--- src/rtl/soc_bus_fabric.sv ---
// soc_bus_fabric: table-decoded, single-outstanding bus fabric between the CPU and N slaves,
// with a per-transaction timeout and sticky capture of unmapped or hung accesses.
module soc_bus_fabric #(
    parameter int unsigned              NUM_SLAVES     = 4,
    parameter logic [NUM_SLAVES*32-1:0] SLAVE_BASE     = {32'hC000_0000, 32'h8000_0000, 32'h4000_0000, 32'h0000_0000},
    parameter logic [NUM_SLAVES*32-1:0] SLAVE_MASK     = {4{32'hF000_0000}},
    parameter int unsigned              TIMEOUT_CYCLES = 255,
    parameter logic [31:0]              ERR_RDATA      = 32'hDEAD_BEEF
) (
    input  logic                     clk,
    input  logic                     resetn,
    input  logic                     mem_valid,
    input  logic [31:0]              mem_addr,
    input  logic [31:0]              mem_wdata,
    input  logic [3:0]               mem_wstrb,
    output logic                     mem_ready,
    output logic [31:0]              mem_rdata,
    output logic [NUM_SLAVES-1:0]    s_valid,
    output logic [31:0]              s_addr,
    output logic [31:0]              s_wdata,
    output logic [3:0]               s_wstrb,
    input  logic [NUM_SLAVES*32-1:0] s_rdata,
    input  logic [NUM_SLAVES-1:0]    s_ready,
    input  logic                     err_clr,
    output logic                     bus_err,
    output logic                     err_valid,
    output logic [31:0]              err_addr,
    output logic [7:0]               err_count
);
    localparam int SW = NUM_SLAVES > 1 ? $clog2(NUM_SLAVES) : 1;

    typedef enum logic [1:0] {IDLE, ACTIVE, RESP} state_t;

    state_t                state_q, state_d;
    logic [NUM_SLAVES-1:0] s_valid_q, s_valid_d;
    logic [SW-1:0]         sel_q, sel_d, hit_idx;
    logic [31:0]           addr_q, addr_d, wdata_q, wdata_d, rdata_q, rdata_d, err_addr_q, err_addr_d;
    logic [3:0]            wstrb_q, wstrb_d;
    logic [15:0]           cnt_q, cnt_d;
    logic [7:0]            err_count_q, err_count_d;
    logic                  unmapped_q, unmapped_d, err_resp_q, err_resp_d, err_valid_q, err_valid_d;
    logic                  hit, rec_err;

    // Scan from the top so the lowest matching index is the one left standing.
    always_comb begin
        hit     = 1'b0;
        hit_idx = '0;
        for (int i = NUM_SLAVES - 1; i >= 0; i--) begin
            if ((mem_addr & SLAVE_MASK[32*i +: 32]) == SLAVE_BASE[32*i +: 32]) begin
                hit     = 1'b1;
                hit_idx = SW'(i);
            end
        end
    end

    // Unmapped requests still pass through ACTIVE (with no s_valid) so that error and
    // normal completions share the same two-cycle minimum latency.
    always_comb begin
        state_d    = state_q;
        s_valid_d  = s_valid_q;
        sel_d      = sel_q;
        addr_d     = addr_q;
        wdata_d    = wdata_q;
        wstrb_d    = wstrb_q;
        rdata_d    = rdata_q;
        cnt_d      = cnt_q;
        unmapped_d = unmapped_q;
        err_resp_d = err_resp_q;
        rec_err    = 1'b0;
        case (state_q)
            IDLE: begin
                if (mem_valid) begin
                    addr_d     = mem_addr;
                    wdata_d    = mem_wdata;
                    wstrb_d    = mem_wstrb;
                    sel_d      = hit_idx;
                    unmapped_d = !hit;
                    s_valid_d  = hit ? NUM_SLAVES'(1) << hit_idx : '0;
                    cnt_d      = 16'(TIMEOUT_CYCLES);
                    state_d    = ACTIVE;
                end
            end
            ACTIVE: begin
                if (!unmapped_q && s_ready[sel_q]) begin
                    rdata_d    = s_rdata[32*sel_q +: 32];
                    s_valid_d  = '0;
                    err_resp_d = 1'b0;
                    state_d    = RESP;
                end else if (unmapped_q || cnt_q == 16'd1) begin
                    rdata_d    = ERR_RDATA;
                    s_valid_d  = '0;
                    err_resp_d = 1'b1;
                    rec_err    = 1'b1;
                    state_d    = RESP;
                end else begin
                    cnt_d = cnt_q - 16'd1;
                end
            end
            RESP:    state_d = IDLE;
            default: state_d = IDLE;
        endcase
    end

    // A clear in the same cycle as a new error is overridden by the record.
    always_comb begin
        err_valid_d = err_clr ? 1'b0 : err_valid_q;
        err_count_d = err_clr ? 8'd0 : err_count_q;
        err_addr_d  = err_addr_q;
        if (rec_err) begin
            err_addr_d  = err_valid_d ? err_addr_q : addr_q;
            err_valid_d = 1'b1;
            err_count_d = (err_count_d == 8'hFF) ? err_count_d : err_count_d + 8'd1;
        end
    end

    always_ff @(posedge clk or negedge resetn) begin
        if (!resetn) begin
            state_q     <= IDLE;
            s_valid_q   <= '0;
            sel_q       <= '0;
            addr_q      <= '0;
            wdata_q     <= '0;
            wstrb_q     <= '0;
            rdata_q     <= '0;
            cnt_q       <= '0;
            unmapped_q  <= 1'b0;
            err_resp_q  <= 1'b0;
            err_valid_q <= 1'b0;
            err_addr_q  <= '0;
            err_count_q <= '0;
        end else begin
            state_q     <= state_d;
            s_valid_q   <= s_valid_d;
            sel_q       <= sel_d;
            addr_q      <= addr_d;
            wdata_q     <= wdata_d;
            wstrb_q     <= wstrb_d;
            rdata_q     <= rdata_d;
            cnt_q       <= cnt_d;
            unmapped_q  <= unmapped_d;
            err_resp_q  <= err_resp_d;
            err_valid_q <= err_valid_d;
            err_addr_q  <= err_addr_d;
            err_count_q <= err_count_d;
        end
    end

    assign mem_ready = state_q == RESP;
    assign bus_err   = mem_ready && err_resp_q;
    assign mem_rdata = rdata_q;
    assign s_valid   = s_valid_q;
    assign s_addr    = addr_q;
    assign s_wdata   = wdata_q;
    assign s_wstrb   = wstrb_q;
    assign err_valid = err_valid_q;
    assign err_addr  = err_addr_q;
    assign err_count = err_count_q;
endmodule

--- config.mk ---
export PLATFORM = sky130hd
export DESIGN_NAME = soc_bus_fabric
export DESIGN_NICKNAME = d
export VERILOG_FILES = /design/src/rtl/soc_bus_fabric.sv
export SDC_FILE = /design/constraint.sdc
export NUM_CORES = 1
export LEC_CHECK = 0
export CORE_UTILIZATION = 42
export CTS_BUF_LIST = sky130_fd_sc_hd__clkbuf_8 sky130_fd_sc_hd__clkbuf_16
export CTS_CLUSTER_SIZE = 14
export DETAILED_ROUTE_END_ITERATION = 8
export GPL_ROUTABILITY_DRIVEN = 0
export GPL_TIMING_DRIVEN = 0
export HOLD_SLACK_MARGIN = 0.12
export PLACE_DENSITY_LB_ADDON = 0.2
export SYNTH_ARGS = -nofsm -noshare
export SYNTH_HDL_FRONTEND = slang
export SYNTH_SLANG_ARGS = --single-unit
--- constraint.sdc ---
create_clock -name clk -period 2.4 [get_ports clk]
set_input_delay 0.48 -clock clk [delete_from_list [all_inputs] [get_ports clk]]
set_output_delay 0.48 -clock clk [all_outputs]
set_load 0.05 [all_outputs]
==> results of run 1 <==
## worst paths after layout
kind                            depth (start not counted)                    from                        to  slack [ns]
worst min-delay path                                    2  s_wstrb[0]$_DFFE_PN0P_    s_wstrb[0]$_DFFE_PN0P_        0.47
min in group asynchronous                               2                  resetn    err_count[4]$_DFF_PN0_        0.57
worst max register to register                          9    cnt_q[1]$_DFFE_PN0P_  err_addr[22]$_DFFE_PN0P_        0.11
max in group asynchronous                               3                  resetn   s_wdata[29]$_DFFE_PN0P_        0.92
worst max-delay path                                    9    cnt_q[1]$_DFFE_PN0P_  err_addr[22]$_DFFE_PN0P_        0.11
worst min register to register                          2  s_wstrb[0]$_DFFE_PN0P_    s_wstrb[0]$_DFFE_PN0P_        0.47
## state kept, by name, summed over array words and instances, names as in the netlist
| register | flops |
|---|---|
| state_q | 2 |
| unmapped_q | 1 |
| cnt_q | 16 |
| s_wstrb | 4 |
| err_addr | 32 |
| mem_rdata | 32 |
| err_resp_q | 1 |
| sel_q | 2 |
| err_valid | 1 |
| s_addr | 32 |
| s_valid | 4 |
| err_count | 8 |
| s_wdata | 32 |
## metal layers
layer	vias to the layer above	track usage, %
met4	0	10.99
li1	3014	-
met3	41	6.525
met1	3118	29.53
met5	-	0
met2	228	46.32
## final cells by class
type / instances / area, µm² / share of cell area [%]
clock inverters: 14 / 162.7 / 1.356
clock buffers: 18 / 439.2 / 3.661
repair buffers: 354 / 3556 / 29.64
flip-flops and latches: 167 / 4179 / 34.84
diodes: 2 / 5.005 / 0.04172
plain buffers: 37 / 207.7 / 1.732
multi-input cells: 445 / 3153 / 26.29
well taps: 225 / 281.5 / 2.347
inverters: 3 / 11.26 / 0.09388
## Yosys cell counts (2+ instances only)
master | number | area, µm²
mux2_1 | 30 | 337.8
o31ai_1 | 2 | 15.01
and2_1 | 5 | 31.28
nor2b_1 | 7 | 43.79
mux4_2 | 33 | 743.2
nand4_1 | 5 | 31.28
clkbuf_1 | 30 | 112.6
o22a_1 | 24 | 210.2
xor2_1 | 9 | 78.83
nor4_1 | 2 | 12.51
dfrtp_1 | 167 | 4179
nor2_1 | 25 | 93.84
a22o_1 | 10 | 87.58
a311oi_1 | 3 | 26.28
nand3_1 | 7 | 35.03
nand2b_1 | 5 | 31.28
ha_1 | 3 | 37.54
a21oi_1 | 3 | 15.01
buf_12 | 3 | 60.06
nor3_1 | 5 | 25.02
or4_1 | 2 | 15.01
and3_1 | 6 | 37.54
buf_2 | 2 | 10.01
mux2i_1 | 4 | 40.04
a31oi_1 | 4 | 25.02
nand2_1 | 220 | 825.8
inv_1 | 2 | 7.510
mux2_2 | 4 | 45.04
## worst register-to-register path, delay by kind of cell (launching register included)
kind,cells,cell delay [ns]
AO/OA/AOI/OAI,1,0.19
flip-flops,1,0.40
adder cells (fa/ha/maj),1,0.15
AND/OR/NAND/NOR,3,0.68
multiplexers,1,0.35
buffers and inverters,3,0.38
## power by group through the flow
stage / combinational (mW) / clock, mW / sequential, mW
final: 9.38 / 2.78 / 4.62
after global routing: 9.84 / 2.94 / 4.78
after CTS: 9.45 / 2.83 / 4.61
after detailed placement: 9.40 / 0 / 4.65
after global placement: 9.33 / 0 / 4.61
after floorplan: 2.32 / 0 / 8.32
## logic make-up (layout without fill, tap and decap cells)
logic type	count (synthesis)	count (layout)	share of synthesized area (%)
buffers and inverters	41	426	2.878
muxes	71	71	15.50
DFF	167	167	55.56
adders and majority gates	3	3	0.4991
other	0	2	0
AOI/OAI and AO/OA	58	58	6.472
and+or+nand+nor	304	304	18.03
xor gates and xnor gates	9	9	1.048
## what timing repair did
item,CTS,global route
hold endpoints to repair,50,0
setup buffers,1,2
pin swaps,2,0
hold buffers,1,0
gates resized for setup,4,7
gates cloned,0,0
setup endpoints to repair,34,65
==> flow_metrics.env, run 1 <==
export IMPL_status="complete, no violations"
export IMPL_report_final_slew_viol_count=0
export IMPL_power_frac_seq_pct=27.5
export IMPL_vias_per_cell=5.060
export IMPL_drt_met1_wl_mm=8.703
export IMPL_holdWs_ns=0.4738
export IMPL_peakVddDrop_uv=1023
export IMPL_syn_nets=860
export IMPL_fin_cells=1265
export IMPL_start_util_pct=43.18
export IMPL_synthArstFlopShare_pct=100.0
export IMPL_die_y_um=135.8
export IMPL_ys_seq_area_share_pct=55.56
export IMPL_combPwrFrac_pct=55.9
export IMPL_tritoncts="done"
export IMPL_root_buffer="clkbuf_16"
export IMPL_final_common_cell="clkdlybuf4s50_1"
export IMPL_powerDensity_nw_per_um2=1399
export IMPL_core_um2=17420
export IMPL_timing_final_ws_setup_ns=0.1138
export IMPL_track_usage_pct=26.03
export IMPL_wl_met2_mm=12.26
export IMPL_wl_mm=23.27
export IMPL_hold_path_class="flip-flop to flip-flop"
export IMPL_setup_tns_final_ns=0
export IMPL_hold_viol=0
export IMPL_io_pins=351
export IMPL_startpoint_type="flip-flop"
export IMPL_critPathKind="flip-flop to flip-flop"
export IMPL_grt_pass1_wl_mm=35.72
export IMPL_setup_violations=0
export IMPL_antenna_found_initial=2
export IMPL_row_count=48
export IMPL_cts_buffers=17
export IMPL_cts_buffer_depth=2
export IMPL_path_max_fanout=10
export IMPL_total_power_mw=16.78
export IMPL_syn_cell_area_um2=7521
export IMPL_synth_edf_count=0
export IMPL_cts_sinks=167
export IMPL_top_layer_used="met4"
export IMPL_avgSynthCellArea_um2=11.52
export IMPL_worstMarginPinSlew_ns=0.7768
export IMPL_final_cell_mix="346 x clkdlybuf4s50_1, 220 x nand2_1, 167 x dfrtp_1"
export IMPL_die_w_um=135.8
export IMPL_final_core_util_pct=68.87
export IMPL_syn_inst=653
export IMPL_crit_required_ns=2.69
export IMPL_drt_pass1_iterations=6
export IMPL_clk_pin_slew_worst_paths_ns=0.07
export IMPL_drt_iter0_markers=322
export IMPL_ys_flop_type="dfrtp_1"
export IMPL_drive_above_1_share_pct=9.152
export IMPL_maxCapViolations=0
export IMPL_clkPwrFrac_pct=16.6
export IMPL_drc=0
export IMPL_dpl_hpwl_mm=17.90
export IMPL_wl_met3_mm=1.540
export IMPL_clk_latency_ns=0.42
export IMPL_max_freq_ghz=0.4374
export IMPL_htreeDepth=4
export IMPL_vias=6401
export IMPL_dpl_cell_area_um2=11330
export IMPL_ys_warn_count=0
export IMPL_cp_slowest_cell="dfrtp_1"
export IMPL_antenna_left=0
export IMPL_grt_pass1_vias=6505
export IMPL_dieArea_um2=18450
export IMPL_fin_skew_ns=0.01038
export IMPL_post_place_ws_ns=-0.4626
export IMPL_overflow=0
export IMPL_cp_num_buf_inv=3
export IMPL_layout_min_cycle_time_ns=2.286
export IMPL_cp_arrival_ns=2.58
export IMPL_netSwitchingPower_mw=7.901
export IMPL_path_delay_family="simple AND/OR/NAND/NOR gates"
export IMPL_rsz0062_at_grt="false"
export IMPL_grt_max_degree=118
export IMPL_max_slew_margin_pct=48.21
export IMPL_endpoint_kind="flip-flop"
export IMPL_nNetsFinal=1232
export IMPL_synth_cell_types=59
export IMPL_fin_crit_sh_pct=95.26
export IMPL_synth_seq_cells=167
export IMPL_dp_cells=1228
export IMPL_fin_area_um2=12000
export IMPL_syn_to_final_growth_pct=59.49
export IMPL_wl_per_cell_um=18.39
export IMPL_path_cells="inv_1 -> ha_1 -> nor4b_4 -> nand4_4 -> o21bai_4 -> and3_4 -> buf_6 -> buf_12 -> mux2_1"
export IMPL_p_leak_nw=5.134
export IMPL_num_fill_cells=1354
export IMPL_cp_slowest_stage_delay_ns=0.40
export IMPL_p_sw_share_pct=47.07
export IMPL_io_buffers=349
export IMPL_intPower_mw=8.883
Note: power is estimated with default switching activity, not from simulation.
==> run 2, diff against run 1 <==
--- a/config.mk
+++ b/config.mk
@@ -13,6 +13,7 @@
 export GPL_TIMING_DRIVEN = 0
 export HOLD_SLACK_MARGIN = 0.12
 export PLACE_DENSITY_LB_ADDON = 0.2
+export SLEW_MARGIN = 20
 export SYNTH_ARGS = -nofsm -noshare
 export SYNTH_HDL_FRONTEND = slang
 export SYNTH_SLANG_ARGS = --single-unit
==> run 2 against run 1 <==
Net effect: routed wire length hardly changed; highest routed layer unchanged; global-route usage is essentially flat; count of clock-buffer cells in the layout grew 1.
==> flow_metrics.env, run 2 (synthesized netlist as in run 1, its figures left out) <==
export IMPL_num_fill_cells=1328
export IMPL_hold_path_class="flip-flop to flip-flop"
export IMPL_path_max_fanout=10
export IMPL_grt_pass1_vias=6505
export IMPL_drt_iter0_markers=316
export IMPL_startpoint_type="flip-flop"
export IMPL_setup_violations=0
export IMPL_fin_crit_sh_pct=94.43
export IMPL_maxCapViolations=0
export IMPL_drc=0
export IMPL_cts_buffers=17
export IMPL_cts_buffer_depth=2
export IMPL_final_core_util_pct=68.81
export IMPL_root_buffer="clkbuf_16"
export IMPL_hold_viol=0
export IMPL_holdWs_ns=0.4726
export IMPL_final_common_cell="clkdlybuf4s50_1"
export IMPL_fin_cells=1268
export IMPL_final_cell_mix="346 x clkdlybuf4s50_1, 220 x nand2_1, 167 x dfrtp_1"
export IMPL_io_pins=351
export IMPL_tritoncts="done"
export IMPL_clk_pin_slew_worst_paths_ns=0.07
export IMPL_report_final_slew_viol_count=0
export IMPL_status="complete, no violations"
export IMPL_cts_sinks=167
export IMPL_overflow=0
export IMPL_antenna_left=0
export IMPL_rsz0062_at_grt="false"
export IMPL_wl_per_cell_um=18.35
export IMPL_grt_max_degree=93
export IMPL_vias_per_cell=5.010
export IMPL_track_usage_pct=26.02
export IMPL_endpoint_kind="flip-flop"
export IMPL_powerDensity_nw_per_um2=1395
export IMPL_dpl_hpwl_mm=17.77
export IMPL_drt_pass1_iterations=4
export IMPL_wl_mm=23.27
export IMPL_peakVddDrop_uv=902.5
export IMPL_p_leak_nw=5.150
export IMPL_worstMarginPinSlew_ns=0.7759
export IMPL_fin_skew_ns=0.01222
export IMPL_layout_min_cycle_time_ns=2.266
export IMPL_start_util_pct=43.18
export IMPL_die_y_um=135.8
export IMPL_io_buffers=349
export IMPL_row_count=48
export IMPL_critPathKind="flip-flop to flip-flop"
export IMPL_htreeDepth=4
export IMPL_clk_latency_ns=0.42
export IMPL_crit_required_ns=2.70
export IMPL_dieArea_um2=18450
export IMPL_cp_arrival_ns=2.56
export IMPL_nNetsFinal=1234
export IMPL_drive_above_1_share_pct=9.038
export IMPL_die_w_um=135.8
export IMPL_setup_tns_final_ns=0
export IMPL_grt_pass1_wl_mm=35.74
export IMPL_syn_to_final_growth_pct=59.36
export IMPL_dp_cells=1228
export IMPL_vias=6353
export IMPL_max_freq_ghz=0.4413
export IMPL_max_slew_margin_pct=48.28
export IMPL_antenna_found_initial=3
export IMPL_core_um2=17420
-- run 2: layout make-up --
type | count | area, µm² | area share, %
Inverter | 3 | 11.26 | 0.09396
Antenna cell | 3 | 7.507 | 0.06264
Clock inverter | 13 | 130.1 | 1.086
Tap cell | 225 | 281.5 | 2.349
Timing Repair Buffer | 356 | 3571 | 29.79
Buffer | 37 | 207.7 | 1.733
Sequential cell | 167 | 4179 | 34.87
Multi-Input combinational cell | 445 | 3144 | 26.23
Clock buffer | 19 | 452.9 | 3.779
-- run 2: metrics by stage --
stage	power (mW)	worst slack (ns)	area, µm²
after floorplan	10.64	0.1852	7521
after global placement	13.94	-6.120	11300
after detailed placement	14.06	-0.4589	11330
after CTS	16.81	0.009391	11940
after global routing	17.50	0.008855	11990
final	16.72	0.1338	11990
-- run 2: power by group --
group	switching, mW	internal, mW	total, mW
clock	1.13	1.58	2.71
combinational	6.03	3.37	9.40
sequential	0.679	3.94	4.62
total	7.83	8.89	16.7
-- run 2: metal layers --
layer	up-vias	track usage [%]	share of wire (%)
li1	3021	-	-
met1	3056	29.37	37
met2	240	45.75	53
met3	36	7.979	7.2
met4	0	10.11	2.9
met5	-	0	0
-- run 2: what timing repair did --
item / CTS / global route
pin swaps: 1 / 1
endpoints found under the hold margin: 33 / 0
setup endpoints to repair: 34 / 71
resized for setup: 3 / 7
buffers inserted: 1 / 4
hold buffers: 1 / 0
gates cloned: 0 / 0
-- run 2: worst paths after layout --
path	from	end	slack, ns	cells after the start
setup / recovery	cnt_q[1]$_DFFE_PN0P_	err_addr[1]$_DFFE_PN0P_	0.13	9
hold / removal	s_wstrb[0]$_DFFE_PN0P_	s_wstrb[0]$_DFFE_PN0P_	0.47	2
setup reg to reg	cnt_q[1]$_DFFE_PN0P_	err_addr[1]$_DFFE_PN0P_	0.13	9
hold reg to reg	s_wstrb[0]$_DFFE_PN0P_	s_wstrb[0]$_DFFE_PN0P_	0.47	2
max in group asynchronous	resetn	s_addr[1]$_DFFE_PN0P_	0.92	3
min in group asynchronous	resetn	err_addr[28]$_DFFE_PN0P_	0.65	2
-- run 2: critical path, stage by stage (launching register included) --
cell and delay, ns:
dfrtp_1 0.40, inv_1 0.09, ha_1 0.15, nor4b_4 0.28
nand4_4 0.21, o21bai_4 0.20, and3_4 0.20, buf_6 0.15
buf_12 0.14, mux2_1 0.32
==> run 3, diff against run 2 <==
==> constraint.sdc (replaced) <==
create_clock -name clk -period 2.4 [get_ports clk]
set_input_delay 0.72 -clock clk [delete_from_list [all_inputs] [get_ports clk]]
set_output_delay 0.72 -clock clk [all_outputs]
set_load 0.05 [all_outputs]
==> run 3 against run 2 <==
Net effect: via count rose by 2.7%; register-to-register slack got worse by 0.06 ns; sequential power barely moved; cell area rose by 1.5%; worst setup slack got worse by 0.11 ns; maximum frequency fell by 4.5%; routed wire length rose by 0.17%; combinational power rose by 3.3%; largest cell class unchanged; count of clock-buffer cells in the layout fell by 1; first-iteration DRC count rose by 11%; flip-flop and latch count did not move; worst hold slack got worse by 0.23 ns.
==> flow_metrics.env, run 3 (synthesized netlist as in run 1, its figures left out) <==
export IMPL_status="complete, no violations"
export IMPL_nNetsFinal=1239
export IMPL_dp_cells=1228
export IMPL_multiInputGateArea_um2=3177
export IMPL_drt_iter0_markers=351
export IMPL_total_power_mw=17.13
export IMPL_endpoint_kind="primary output"
export IMPL_max_slew_margin_pct=46.20
export IMPL_grt_max_degree=92
export IMPL_fin_skew_ns=0.01156
export IMPL_maxCapViolations=0
export IMPL_fin_area_um2=12160
export IMPL_final_core_util_pct=69.83
export IMPL_core_um2=17420
export IMPL_p_leak_nw=5.291
export IMPL_drc=0
export IMPL_row_count=48
export IMPL_tritoncts="done"
export IMPL_root_buffer="clkbuf_16"
export IMPL_gr_max_usage_layer="met2"
export IMPL_wl_mm=23.31
export IMPL_drt_pass1_iterations=4
export IMPL_max_freq_ghz=0.4216
export IMPL_layout_min_cycle_time_ns=2.372
export IMPL_cp_slowest_cell="clkdlybuf4s50_1"
export IMPL_report_final_slew_viol_count=0
export IMPL_vias=6527
export IMPL_fin_crit_sh_pct=98.83
export IMPL_dpl_hpwl_mm=17.55
export IMPL_final_common_cell="clkdlybuf4s50_1"
export IMPL_cts_buffers=17
export IMPL_setup_violations=0
export IMPL_cp_slowest_stage_delay_ns=0.86
export IMPL_final_cell_mix="329 x clkdlybuf4s50_1, 220 x nand2_1, 167 x dfrtp_1"
export IMPL_dieArea_um2=18450
export IMPL_grt_pass1_wl_mm=35.60
export IMPL_antenna_left=0
export IMPL_start_util_pct=43.18
export IMPL_worstMarginPinSlew_ns=0.8070
export IMPL_io_buffers=349
export IMPL_io_pins=351
export IMPL_num_fill_cells=1325
export IMPL_syn_to_final_growth_pct=61.72
export IMPL_die_y_um=135.8
export IMPL_htreeDepth=4
export IMPL_use_met2_pct=45.58
export IMPL_cts_buffer_depth=2
export IMPL_post_place_ws_ns=-0.6744
export IMPL_path_cells="clkdlybuf4s50_1"
export IMPL_cp_arrival_ns=1.65
export IMPL_drive_above_1_share_pct=11.10
export IMPL_rrSetupSlack_ns=0.07
export IMPL_startpoint_type="flip-flop"
export IMPL_cp_num_buf_inv=1
export IMPL_antenna_found_initial=4
export IMPL_clk_pin_slew_worst_paths_ns=0.07
export IMPL_powerDensity_nw_per_um2=1409
export IMPL_timing_final_ws_setup_ns=0.02816
export IMPL_seq_area_um2=4179
export IMPL_hold_path_class="input pin to async pin"
export IMPL_crit_required_ns=1.68
export IMPL_grtUsageMet1_pct=29.69
export IMPL_vias_per_cell=5.123
export IMPL_wl_per_cell_um=18.29
export IMPL_die_w_um=135.8
export IMPL_hold_viol=0
export IMPL_dpl_cell_area_um2=11330
export IMPL_path_delay_family="buffers and inverters"
export IMPL_critPathKind="flip-flop to primary output"
export IMPL_fin_cells=1274
export IMPL_peakVddDrop_uv=1205
export IMPL_clk_latency_ns=0.42
export IMPL_grt_use_met3_pct=6.264
export IMPL_overflow=0
export IMPL_cts_sinks=167
export IMPL_path_max_fanout=2
export IMPL_grt_pass1_vias=6638
export IMPL_track_usage_pct=25.82
-- run 3: changes by cell type in the layout (fill, tap and decap cells not counted), moves of 2 or more --
cell	change
clkbuf_1	-2
clkbuf_2	+2
inv_1	-4
mux2_4	+8
mux2_1	-8
buf_16	+2
clkdlybuf4s50_1	-17
inv_6	+4
dlymetal6s2s_1	+5
dlygate4sd2_1	+10
buf_12	+4
-- run 3: metal layers --
metal,up-vias,wire length (µm)
met1,3180,8761
met3,40,1510
met4,0,733
li1,3040,-
met5,-,0
met2,267,12300
-- run 3: layout make-up --
class | count | area share [%]
buffer | 37 | 1.800
clock buffer | 18 | 3.611
antenna | 4 | 0.08230
timing repair buffer | 361 | 30.30
clock inverter | 14 | 1.327
tap | 225 | 2.315
multi-input combinational | 445 | 26.12
sequential | 167 | 34.36
inverter | 3 | 0.09258
-- run 3: per-stage QoR --
step | hold slack [ns] | TNS (ns)
global placement | 0.4558 | -1119.97
finish | 0.2402 | 0
global route | 0.3076 | -0.007658
detailed placement | 0.4585 | -64.03
floorplan | 0.4244 | 0
CTS | 0.2812 | 0
-- run 3: repair_timing --
action,4_1_cts,5_1_grt
gates resized for setup,26,18
hold buffers,0,0
gates cloned,2,0
setup buffers,4,5
endpoints found under the setup margin,75,67
pin swaps,2,4
-- run 3: path summary, 6_finish.rpt --
kind / start / to / depth (start not counted)
max reg2reg: cnt_q[1]$_DFFE_PN0P_ / err_addr[11]$_DFFE_PN0P_ / 10
min: resetn / err_addr[24]$_DFFE_PN0P_ / 1
max in group asynchronous: resetn / s_wdata[30]$_DFFE_PN0P_ / 2
min in group clk: err_resp_q$_DFFE_PN0P_ / err_resp_q$_DFFE_PN0P_ / 1
max: mem_rdata[31]$_DFFE_PN0P_ / mem_rdata[31] / 1
min reg2reg: err_resp_q$_DFFE_PN0P_ / err_resp_q$_DFFE_PN0P_ / 1
-- run 3: where the power goes --
group          total [mW]  switching (mW)  internal, mW  leakage, nW
combinational        9.71            6.10          3.61         3.00
clock                2.79            1.20          1.59        0.291
sequential           4.63           0.692          3.94         2.00
